==> src/rtl/scroll_banner_pkg.sv <==
// Shared constants and digit arithmetic for the scrolling decimal banner.
// Codes above 9 are treated as blank by both the increment and decrement rules.
package banner_pkg;

    localparam int unsigned DIGIT_W = 4;

    localparam logic [DIGIT_W-1:0] BLANK      = 4'hF;
    localparam logic [DIGIT_W-1:0] DIGIT_ZERO = 4'h0;
    localparam logic [DIGIT_W-1:0] DIGIT_NINE = 4'h9;

    typedef enum logic {
        DirRight = 1'b0,
        DirLeft  = 1'b1
    } dir_e;

    // Blank (or any non-decimal code) enters as 0, and 9 wraps to 0.
    function automatic logic [DIGIT_W-1:0] dig_inc(input logic [DIGIT_W-1:0] d);
        logic [DIGIT_W-1:0] r;
        if (d >= DIGIT_NINE) begin
            r = DIGIT_ZERO;
        end else begin
            r = d + 4'd1;
        end
        return r;
    endfunction

    // Blank (or any non-decimal code) enters as 9, and 0 wraps to 9.
    function automatic logic [DIGIT_W-1:0] dig_dec(input logic [DIGIT_W-1:0] d);
        logic [DIGIT_W-1:0] r;
        if ((d == DIGIT_ZERO) || (d > DIGIT_NINE)) begin
            r = DIGIT_NINE;
        end else begin
            r = d - 4'd1;
        end
        return r;
    endfunction

endpackage

==> src/rtl/scroll_banner_tick_gen.sv <==
// Scroll-rate prescaler: counts 0..TICK_CNT-1 while run is high and pulses tick on the
// terminal count; the count holds while run is low.
module tick_gen #(
    parameter int unsigned TICK_CNT = 500000
) (
    input  logic clk,
    input  logic reset,
    input  logic clear,
    input  logic run,
    output logic tick
);

    localparam int unsigned CntW = (TICK_CNT > 1) ? $clog2(TICK_CNT) : 1;
    localparam logic [CntW-1:0] CntMax = CntW'(TICK_CNT - 1);

    logic [CntW-1:0] cnt_q, cnt_d;
    logic            at_max;

    assign at_max = (cnt_q == CntMax);
    assign tick   = run & at_max;

    always_comb begin
        cnt_d = cnt_q;
        if (run) begin
            cnt_d = at_max ? '0 : cnt_q + CntW'(1);
        end
    end

    always_ff @(posedge clk) begin
        if (reset || clear) begin
            cnt_q <= '0;
        end else begin
            cnt_q <= cnt_d;
        end
    end

endmodule

==> src/rtl/scroll_banner.sv <==
// NUM_DIG-wide decimal scrolling banner: digits enter at one edge of the window, derived
// from the current edge digit, and the window shifts on prescaler ticks or paused steps.
module scroll_banner
    import banner_pkg::*;
#(
    parameter int unsigned NUM_DIG  = 4,
    parameter int unsigned TICK_CNT = 500000
) (
    input  logic                       clk,
    input  logic                       reset,
    input  logic                       enable,
    input  logic                       dir,
    input  logic                       step,
    input  logic                       clear,
    output logic [DIGIT_W*NUM_DIG-1:0] digits,
    output logic                       tick,
    output logic                       full
);

    logic [DIGIT_W-1:0] dig_q     [NUM_DIG];
    logic [DIGIT_W-1:0] left_src  [NUM_DIG];
    logic [DIGIT_W-1:0] right_src [NUM_DIG];
    logic [DIGIT_W-1:0] dig_d     [NUM_DIG];
    logic [NUM_DIG-1:0] not_blank;

    logic pre_tick;
    logic shift_en;
    logic tick_q, tick_d;

    tick_gen #(
        .TICK_CNT (TICK_CNT)
    ) u_tick_gen (
        .clk   (clk),
        .reset (reset),
        .clear (clear),
        .run   (enable),
        .tick  (pre_tick)
    );

    // Step only counts while paused; in free-run the prescaler alone sets the rate.
    assign shift_en = pre_tick | (~enable & step);

    for (genvar i = 0; i < NUM_DIG; i++) begin : g_dig
        if (i == 0) begin : g_left_entry
            assign left_src[i] = dig_inc(dig_q[0]);
        end else begin : g_left_pass
            assign left_src[i] = dig_q[i-1];
        end

        if (i == NUM_DIG - 1) begin : g_right_entry
            assign right_src[i] = dig_dec(dig_q[NUM_DIG-1]);
        end else begin : g_right_pass
            assign right_src[i] = dig_q[i+1];
        end

        assign dig_d[i]                   = (dir_e'(dir) == DirLeft) ? left_src[i] : right_src[i];
        assign digits[DIGIT_W*i +: DIGIT_W] = dig_q[i];
        assign not_blank[i]               = (dig_q[i] != BLANK);
    end

    always_ff @(posedge clk) begin
        if (reset || clear) begin
            for (int i = 0; i < NUM_DIG; i++) begin
                dig_q[i] <= BLANK;
            end
        end else if (shift_en) begin
            for (int i = 0; i < NUM_DIG; i++) begin
                dig_q[i] <= dig_d[i];
            end
        end
    end

    always_comb begin
        tick_d = shift_en & ~clear;
    end

    always_ff @(posedge clk) begin
        if (reset) begin
            tick_q <= 1'b0;
        end else begin
            tick_q <= tick_d;
        end
    end

    assign tick = tick_q;
    assign full = &not_blank;

endmodule

==> config.mk <==
export PLATFORM = sky130hd
export DESIGN_NAME = scroll_banner
export DESIGN_NICKNAME = d
export VERILOG_FILES = /design/src/rtl/scroll_banner_pkg.sv /design/src/rtl/scroll_banner_tick_gen.sv /design/src/rtl/scroll_banner.sv
export SDC_FILE = /design/constraint.sdc
export NUM_CORES = 1
export LEC_CHECK = 0
export BUFFER_PORTS_ARGS = -buffer_cell sky130_fd_sc_hd__buf_2
export CORE_UTILIZATION = 50
export CTS_BUF_LIST = sky130_fd_sc_hd__clkbuf_16
export CTS_CLUSTER_SIZE = 30
export DETAILED_ROUTE_END_ITERATION = 10
export GPL_TIMING_DRIVEN = 1
export PLACE_DENSITY = 0.77
export SKIP_CTS_REPAIR_TIMING = 1
export SYNTH_ARGS = -nofsm -noshare
export SYNTH_HDL_FRONTEND = slang
export SYNTH_SLANG_ARGS = --single-unit
export TNS_END_PERCENT = 10
==> constraint.sdc <==
create_clock -name clk -period 2.3 [get_ports clk]
set_input_delay 0.23 -clock clk [delete_from_list [all_inputs] [get_ports clk]]
set_output_delay 0.23 -clock clk [all_outputs]
set_load 0.02 [all_outputs]
==> After elaboration in Yosys (flattened, before gate mapping) <==
Memory sizes are Yosys's and may differ from the RTL's.
Index checks and enable logic that the tools add are counted.
{ "op_classes": {"n_addsub": 3, "magnitude_cmp": 2, "eq_ne": 5, "n_mux": 16, "bitwise_logic": 10, "reduce_logical": 4} }
{ "ops": {"columns": ["operator", "count"], "rows": [
  ["2-to-1 mux 4 bit", 10],
  ["adder 19 x 1 -> 19 bit (second input constant)", 1],
  ["equality test 19 bit (second input constant)", 1],
  ["2-to-1 mux 19 bit", 1],
  ["inequality test 4 bit (second input constant)", 4],
  ["2-to-1 mux 1 bit", 5],
  ["OR 1 bit", 5],
  ["adder 4 x 1 -> 4 bit (second input constant)", 1],
  ["greater-or-equal comparator 4 bit (second input constant)", 1],
  ["> comparator 4 bit (second input constant)", 1],
  ["zero test 4 bit", 1],
  ["AND reduction 4 bit", 1],
  ["subtractor 4 x 1 -> 4 bit (second input constant)", 1],
  ["bitwise AND 1 bit", 3],
  ["logical OR 1 bit", 2],
  ["NOT 1 bit", 2]
]} }
{ "totals": {"regBits": 20, "mem_bits_rw": 16, "in_bits": 6, "wordCells": 43, "mem_count": 1} }
{ "memory_table": {"columns": ["memory", "depth", "word_bits", "read_ports", "rd_ports_with_merged_regs", "wr", "line_no", "rtl"], "rows": [
  ["dig_q", 4, 4, 4, 0, 4, "scroll_banner.sv:20", "logic [DIGIT_W-1:0] dig_q [NUM_DIG];"]
]} }

==> Longest topological paths before layout <==
Gate-level depths: netlist of run 1.
{ "depth": {"ltp_word": 7, "ltp_mapped": 6, "depth_no_buf": 6} }

==> Modules after synthesis <==
From an unflattened synthesis of run 1, not the netlist that was laid out.
{ "hier_totals": {"cells_unflattened": 193, "area_unflattened_um2": 1933.1} }
{ "by_module_without_submodules": {"columns": ["mod", "n_inst", "cells_per_inst", "area_per_inst_um2", "seq_area_each_um2"], "rows": [
  ["scroll_banner", 1, 90, 1016.0, 500.5],
  ["tick_gen", 1, 103, 917.1, 380.4]
]} }

==> Worst setup path before layout of run 1 <==
Ideal clock, no wire load.
{ "synth_path": {"kind": "flip-flop to flip-flop", "start": "register u_tick_gen.cnt_q[6]", "end": "memory dig_q[0][0] (enable)", "arrival_ns": 2.155, "path_slack_ns": -0.229, "stages_incl_launch_ff": 6, "period_less_slack_ns": 2.529, "cell_sequence": "dfxtp_1 > or4_1 > or4_4 > o21ai_1 > buf_4 > nand2b_1"} }
{ "synth_lines": {"columns": ["item", "line_no", "rtl"], "rows": [
  ["start: declaration", "scroll_banner_tick_gen.sv:16", "logic [CntW-1:0] cnt_q, cnt_d;"],
  ["start signal: assignment", "scroll_banner_tick_gen.sv:33", "cnt_q <= cnt_d;"],
  ["end: declaration", "scroll_banner.sv:20", null]
]} }

==> results.json, run 1 <==
{
  "synth-seq-area-share_pct": 45.9,
  "yosys.area_share.adder_pct": 5.21,
  "num_vias": 1539,
  "worst-path-buf-inv": 0,
  "cp_cell_sequence": "or4_1 > or4_4 > o21ai_1 > nand2b_4",
  "min_period_ns": 2.17,
  "cts-root-buf": "clkbuf_16",
  "ys.flop_type": "dfxtp_1",
  "track_usage_pct": 20.5,
  "ir_worst_vdd_mv": 0.584,
  "postRouteAntennaNets": 0,
  "die_y_um": 64.0,
  "status": "complete, no violations",
  "setup_violations": 0,
  "worst_pin_slew_ns": 0.456,
  "netlist_instances": 198,
  "grt_pass1_vias": 1425,
  "slowest_delay_ns": 0.55,
  "arrival_ns": 2.13,
  "cp.required_ns": 2.26,
  "crit_family": "simple AND/OR/NAND/NOR gates",
  "power.density_mw_per_mm2": 653,
  "htree_levels": 2,
  "finalPower_mw": 1.50,
  "synth_xor_area_share_pct": 7.75,
  "finalWirelength_um": 3830,
  "die_w_um": 64.0,
  "numPortBuffers": 23,
  "crit_fanout": 16,
  "p_leak_nw": 0.831,
  "area_delta_synth_final_pct": 19.9,
  "finalMaxSlewViolations": 0,
  "cts_tree": "built",
  "pre_cts_ws_ns": 0.132,
  "fin_tns_setup_ns": 0,
  "grt_max_degree": 24,
  "min_period_over_period_pct": 94.5,
  "yosys-mux-area-fraction_pct": 3.13,
  "drc": 0,
  "yosys.area.top_type": "edfxtp_1",
  "nets": 242,
  "drv_cap": 0,
  "numCtsBuffers": 5,
  "ios": 24,
  "cp_slowest_cell": "or4_4",
  "firstDrtPassIters": 4,
  "synth_compound_area_share_pct": 8.93,
  "die_area_mm2": 0.00409,
  "clkSlewWorstSetupHoldPaths_ns": 0.05,
  "drt_iter0_markers": 91,
  "grt-ovfl-total": 0,
  "maxSlewHeadroom_pct": 69.3,
  "yosys.area_share.simple_pct": 25.1,
  "via_per_inst": 5.56,
  "start_util_pct": 52.5,
  "grt_pass1_wl_um": 6360,
  "fmaxAchievable_mhz": 460,
  "yosys_warnings": 0,
  "syn_avg_cell_area_um2": 9.70,
  "synth_top_family_by_area": "simple AND/OR/NAND/NOR gates",
  "clock_path_buffers": 2,
  "rsz0062_at_grt": "false",
  "place_congestion": 0.761,
  "n_antenna_cell": 0,
  "hold_path.class": "input port to flip-flop",
  "clkLatencyLatePin_ns": 0.28,
  "synth.distinct_cells": 40,
  "worstSetupEndpointType": "flip-flop",
  "synthTopCellsByCount": "dfxtp_1 (20), nor2_1 (19), nand3_1 (17), edfxtp_1 (16), xnor2_1 (13)",
  "drive_gt1_share_pct": 20.5,
  "n_fill_cell": 296,
  "finClkSkew_ns": 0.00496,
  "fin_util_pct": 62.9,
  "synth_top_area_share_pct": 25.0,
  "final.setup.worst_slack_ns": 0.127,
  "crit_path_start_kind": "flip-flop",
  "synth_seq_cells": 36,
  "antenna_found_initial": 0,
  "hpwlAfterDp_um": 2720,
  "syn_nets": 212,
  "num_rows": 22,
  "synthTopCellsByArea": "edfxtp_1 (25%), dfxtp_1 (21%), xnor2_1 (5.9%)",
  "wire_per_inst_um": 13.8,
  "path_class": "flip-flop to flip-flop",
  "synth_edf_count": 16,
  "synthArstFlopShare_pct": 0,
  "core_mm2": 0.00366,
  "synth_area_mm2": 0.00192,
  "synth_most_common_cell": "dfxtp_1",
  "hold_violations": 0,
  "worst-r2r-setup-slack_ns": 0.13,
  "cts_sinks": 36
}
==> per-stage QoR <==
| stage | hold slack [ns] | instance area [um^2] | instances |
|---|---|---|---|
| 2_1_floorplan | 0.451 | 1930 | 198 |
| 3_3_place_gp | 0.466 | 2140 | 269 |
| 3_5_place_dp | 0.492 | 2140 | 269 |
| 4_1_cts | 0.287 | 2300 | 277 |
| 5_1_grt | 0.311 | 2300 | 277 |
| 6_report | 0.293 | 2300 | 277 |
==> per-layer routing <==
metal / global-route usage [%] / wire length [um]
met4: 9.38 / 63
met5: 0 / 0
met2: 38.2 / 2080
met1: 22.1 / 1550
met3: 3.75 / 124
==> worst reg2reg max path: stages (launching register included) <==
cell	delay, ns
dfxtp_1	0.32
or4_1	0.52
or4_4	0.55
o21ai_1	0.18
nand2b_4	0.28
==> power breakdown <==
group          internal, mW  leakage (nW)  switching (mW)
Combinational        0.0269         0.467          0.0445
Clock                 0.508        0.0798           0.247
Sequential            0.672         0.284         0.00484
==> final timing paths <==
check                               startpoint                           endpoint  cells past startpoint
min reg2reg  u_tick_gen.cnt_q[17]$_SDFFE_PP0P_  u_tick_gen.cnt_q[17]$_SDFFE_PP0P_                      2
max reg2reg   u_tick_gen.cnt_q[5]$_SDFFE_PP0P_          dig_q[3][1]$_SDFFCE_PN1P_                      4
min                                     enable   u_tick_gen.cnt_q[0]$_SDFFE_PP0P_                      3
max           u_tick_gen.cnt_q[5]$_SDFFE_PP0P_          dig_q[3][1]$_SDFFCE_PN1P_                      4
==> flip-flops by register name (all words and copies together), names as in the netlist <==
| register | count |
|---|---|
| u_tick_gen.cnt_q | 19 |
| dig_q | 16 |
| tick | 1 |
==> layout make-up <==
| class | count | area, um^2 | area share, % |
|---|---|---|---|
| sequential | 36 | 881 | 38.2 |
| inverter | 8 | 30.0 | 1.30 |
| multi-input combinational | 145 | 970 | 42.1 |
| clock inverter | 3 | 42.5 | 1.85 |
| tap | 48 | 60.1 | 2.61 |
| timing repair buffer | 32 | 195 | 8.47 |
| clock buffer | 5 | 125 | 5.43 |
==> placed cells by master (no fill, tap or decap), types with 2 or more instances in the layout <==
master	Yosys	layout
buf_2	2	23
dfxtp_1	20	20
nor2_1	19	19
nand3_1	17	17
edfxtp_1	16	16
xnor2_1	13	13
nand2_1	12	12
a21oi_1	9	9
inv_1	8	8
ha_1	8	8
buf_4	1	8
nand4_1	7	7
nor2b_1	6	6
mux2i_1	6	6
nor4_1	5	5
o2111ai_1	5	5
clkbuf_16	0	5
or4_1	4	4
or3_1	4	4
xor2_1	4	4
nand2b_1	4	3
nor3_1	3	3
o31ai_1	3	3
or2_2	2	2
==> logic make-up after synthesis <==
group	count (synthesis)
muxes	6
xor gates and xnor gates	17
adders and majority gates	8
and+or+nand+nor	90
DFF	36
AOI/OAI and AO/OA	24
buffers and inverters	17
No activity file was read; power rests on OpenSTA's default activity.
==> inputs of run 2 (changes only) <==
- CORE_UTILIZATION: 50 -> 51
- PLACE_DENSITY: 0.77 -> 0.78
==> run 2 against run 1 <==
- clock power down 17%
- maximum frequency up 0.24%
- worst hold slack better by 0.019 ns
- design area down 1.4%
- critical path depth unchanged
- routed wire length down 2.1%
- clock-buffer cell count unchanged
- largest power group is now registers
- die area down 1.9%
- cell count down 0.72%
- via count down 0.65%
==> results.json, run 2 (synthesis gave the netlist of run 1 again) <==
{
  "cts-root-buf": "clkbuf_16",
  "dr_wl_met3_um": 146,
  "via_per_inst": 5.56,
  "clkPwrFrac_pct": 45.6,
  "crit_fanout": 16,
  "area_delta_synth_final_pct": 18.2,
  "drc": 0,
  "clkSlewWorstSetupHoldPaths_ns": 0.05,
  "grt_max_degree": 24,
  "nets": 242,
  "cts_tree": "built",
  "arrival_ns": 2.13,
  "numPortBuffers": 23,
  "min_period_ns": 2.17,
  "hpwlAfterDp_um": 2600,
  "mostFrequentLayoutCell": "buf_2",
  "cp_slowest_cell": "or4_4",
  "track_usage_pct": 21.0,
  "crit_path_start_kind": "flip-flop",
  "drive_gt1_share_pct": 19.7,
  "slowest_delay_ns": 0.55,
  "path_class": "flip-flop to flip-flop",
  "finalPower_mw": 1.38,
  "die_w_um": 63.4,
  "start_util_pct": 55.4,
  "rsz0062_at_grt": "false",
  "postRouteAntennaNets": 0,
  "p_switching_uw": 288,
  "grt_pass1_wl_um": 6490,
  "die_y_um": 63.4,
  "wl_met2_um": 1910,
  "setup_violations": 0,
  "crit_family": "simple AND/OR/NAND/NOR gates",
  "worst_pin_slew_ns": 0.486,
  "largest_reg_flops": 19,
  "fmaxAchievable_mhz": 461,
  "wire_per_inst_um": 13.6,
  "firstDrtPassIters": 4,
  "antenna_found_initial": 0,
  "wl_met1_um": 1630,
  "highest_layer": "met4",
  "seq_power_share_pct": 49.1,
  "core_mm2": 0.00347,
  "maxSlewHeadroom_pct": 67.3,
  "num_rows": 21,
  "pwr-share-comb_pct": 5.2,
  "die_area_mm2": 0.00402,
  "internal-power_mw": 1.09,
  "mostFrequentLayoutCells": "buf_2 (23), dfxtp_1 (20), nor2_1 (19), nand3_1 (17), edfxtp_1 (16)",
  "status": "complete, no violations",
  "hold_violations": 0,
  "grt_pass1_vias": 1445,
  "fin_tns_setup_ns": 0,
  "clkLatencyLatePin_ns": 0.28,
  "ios": 24,
  "p_sw_share_pct": 20.9,
  "power.density_mw_per_mm2": 607,
  "hold_path.class": "input port to flip-flop",
  "num_vias": 1529,
  "regMostFlops": "u_tick_gen.cnt_q",
  "drt_iter0_markers": 87,
  "finalWirelength_um": 3740,
  "clock_path_buffers": 2,
  "cp.required_ns": 2.27,
  "ir_worst_vdd_mv": 0.505,
  "min_period_over_period_pct": 94.2,
  "place_congestion": 0.807,
  "n_antenna_cell": 0,
  "worst-path-buf-inv": 0,
  "finClkSkew_ns": 0.00331,
  "grt-ovfl-total": 0,
  "numCtsBuffers": 5,
  "worstSetupEndpointType": "flip-flop",
  "htree_levels": 2,
  "cp_cell_sequence": "or4_1 > or4_4 > o21ai_1 > nand2b_4",
  "drv_cap": 0,
  "cts_sinks": 36,
  "p_leak_nw": 0.827,
  "finalMaxSlewViolations": 0
}
run 2: cell types whose count changed in the layout (fill, tap and decap cells not counted), sizes merged:
| cell | delta |
|---|---|
| bufinv | -1 |
| clkinvlp | -1 |
| inv | +2 |
run 2: path summary, 6_finish.rpt:
path	startpoint	slack, ns	end	depth (start not counted)
setup / recovery	u_tick_gen.cnt_q[5]$_SDFFE_PP0P_	0.13	dig_q[0][3]$_SDFFCE_PN1P_	4
hold / removal	enable	0.31	u_tick_gen.cnt_q[0]$_SDFFE_PP0P_	3
setup reg to reg	u_tick_gen.cnt_q[5]$_SDFFE_PP0P_	0.13	dig_q[0][3]$_SDFFCE_PN1P_	4
hold reg to reg	u_tick_gen.cnt_q[17]$_SDFFE_PP0P_	0.48	u_tick_gen.cnt_q[17]$_SDFFE_PP0P_	2
run 2: tightest hold or removal path: stages:
cell and delay, ns:
buf_2 0.16, xnor2_1 0.09, nor2_1 0.07
run 2: area by class of cell:
type	instances	area, um^2
clock buffer	5	125
clock inverter	3	12.5
fill	297	1200
inverter	8	30.0
multi-input combinational	145	970
sequential	36	881
tap	46	57.6
timing repair buffer	32	195
run 2: metrics by stage:
| stage | util (%) | hold WS (ns) | setup slack, ns | cells | cell area [um^2] |
|---|---|---|---|---|---|
| 6_report | 65.5 | 0.312 | 0.132 | 275 | 2270 |
| 5_1_grt | 65.5 | 0.344 | 0.0310 | 275 | 2270 |
| 3_3_place_gp | 61.5 | 0.472 | 0.161 | 267 | 2130 |
| 2_1_floorplan | - | 0.451 | 0.0686 | 198 | 1930 |
| 3_5_place_dp | 61.5 | 0.479 | 0.129 | 267 | 2130 |
| 4_1_cts | 65.5 | 0.305 | 0.120 | 275 | 2270 |
run 2: metal layers:
layer  vias up  GRT usage (%)
met5         -              0
met4         0           9.38
met1       711           25.2
met2        39           36.0
li1        774              -
met3         5           3.80
run 2: power by group through the flow:
stage | clock (mW) | combinational [mW] | sequential [mW]
floorplan | 0 | 0.0492 | 0.692
global placement | 0 | 0.0712 | 0.690
detailed placement | 0 | 0.0726 | 0.690
CTS | 0.647 | 0.0732 | 0.676
global route | 0.668 | 0.0807 | 0.677
finish | 0.629 | 0.0721 | 0.677
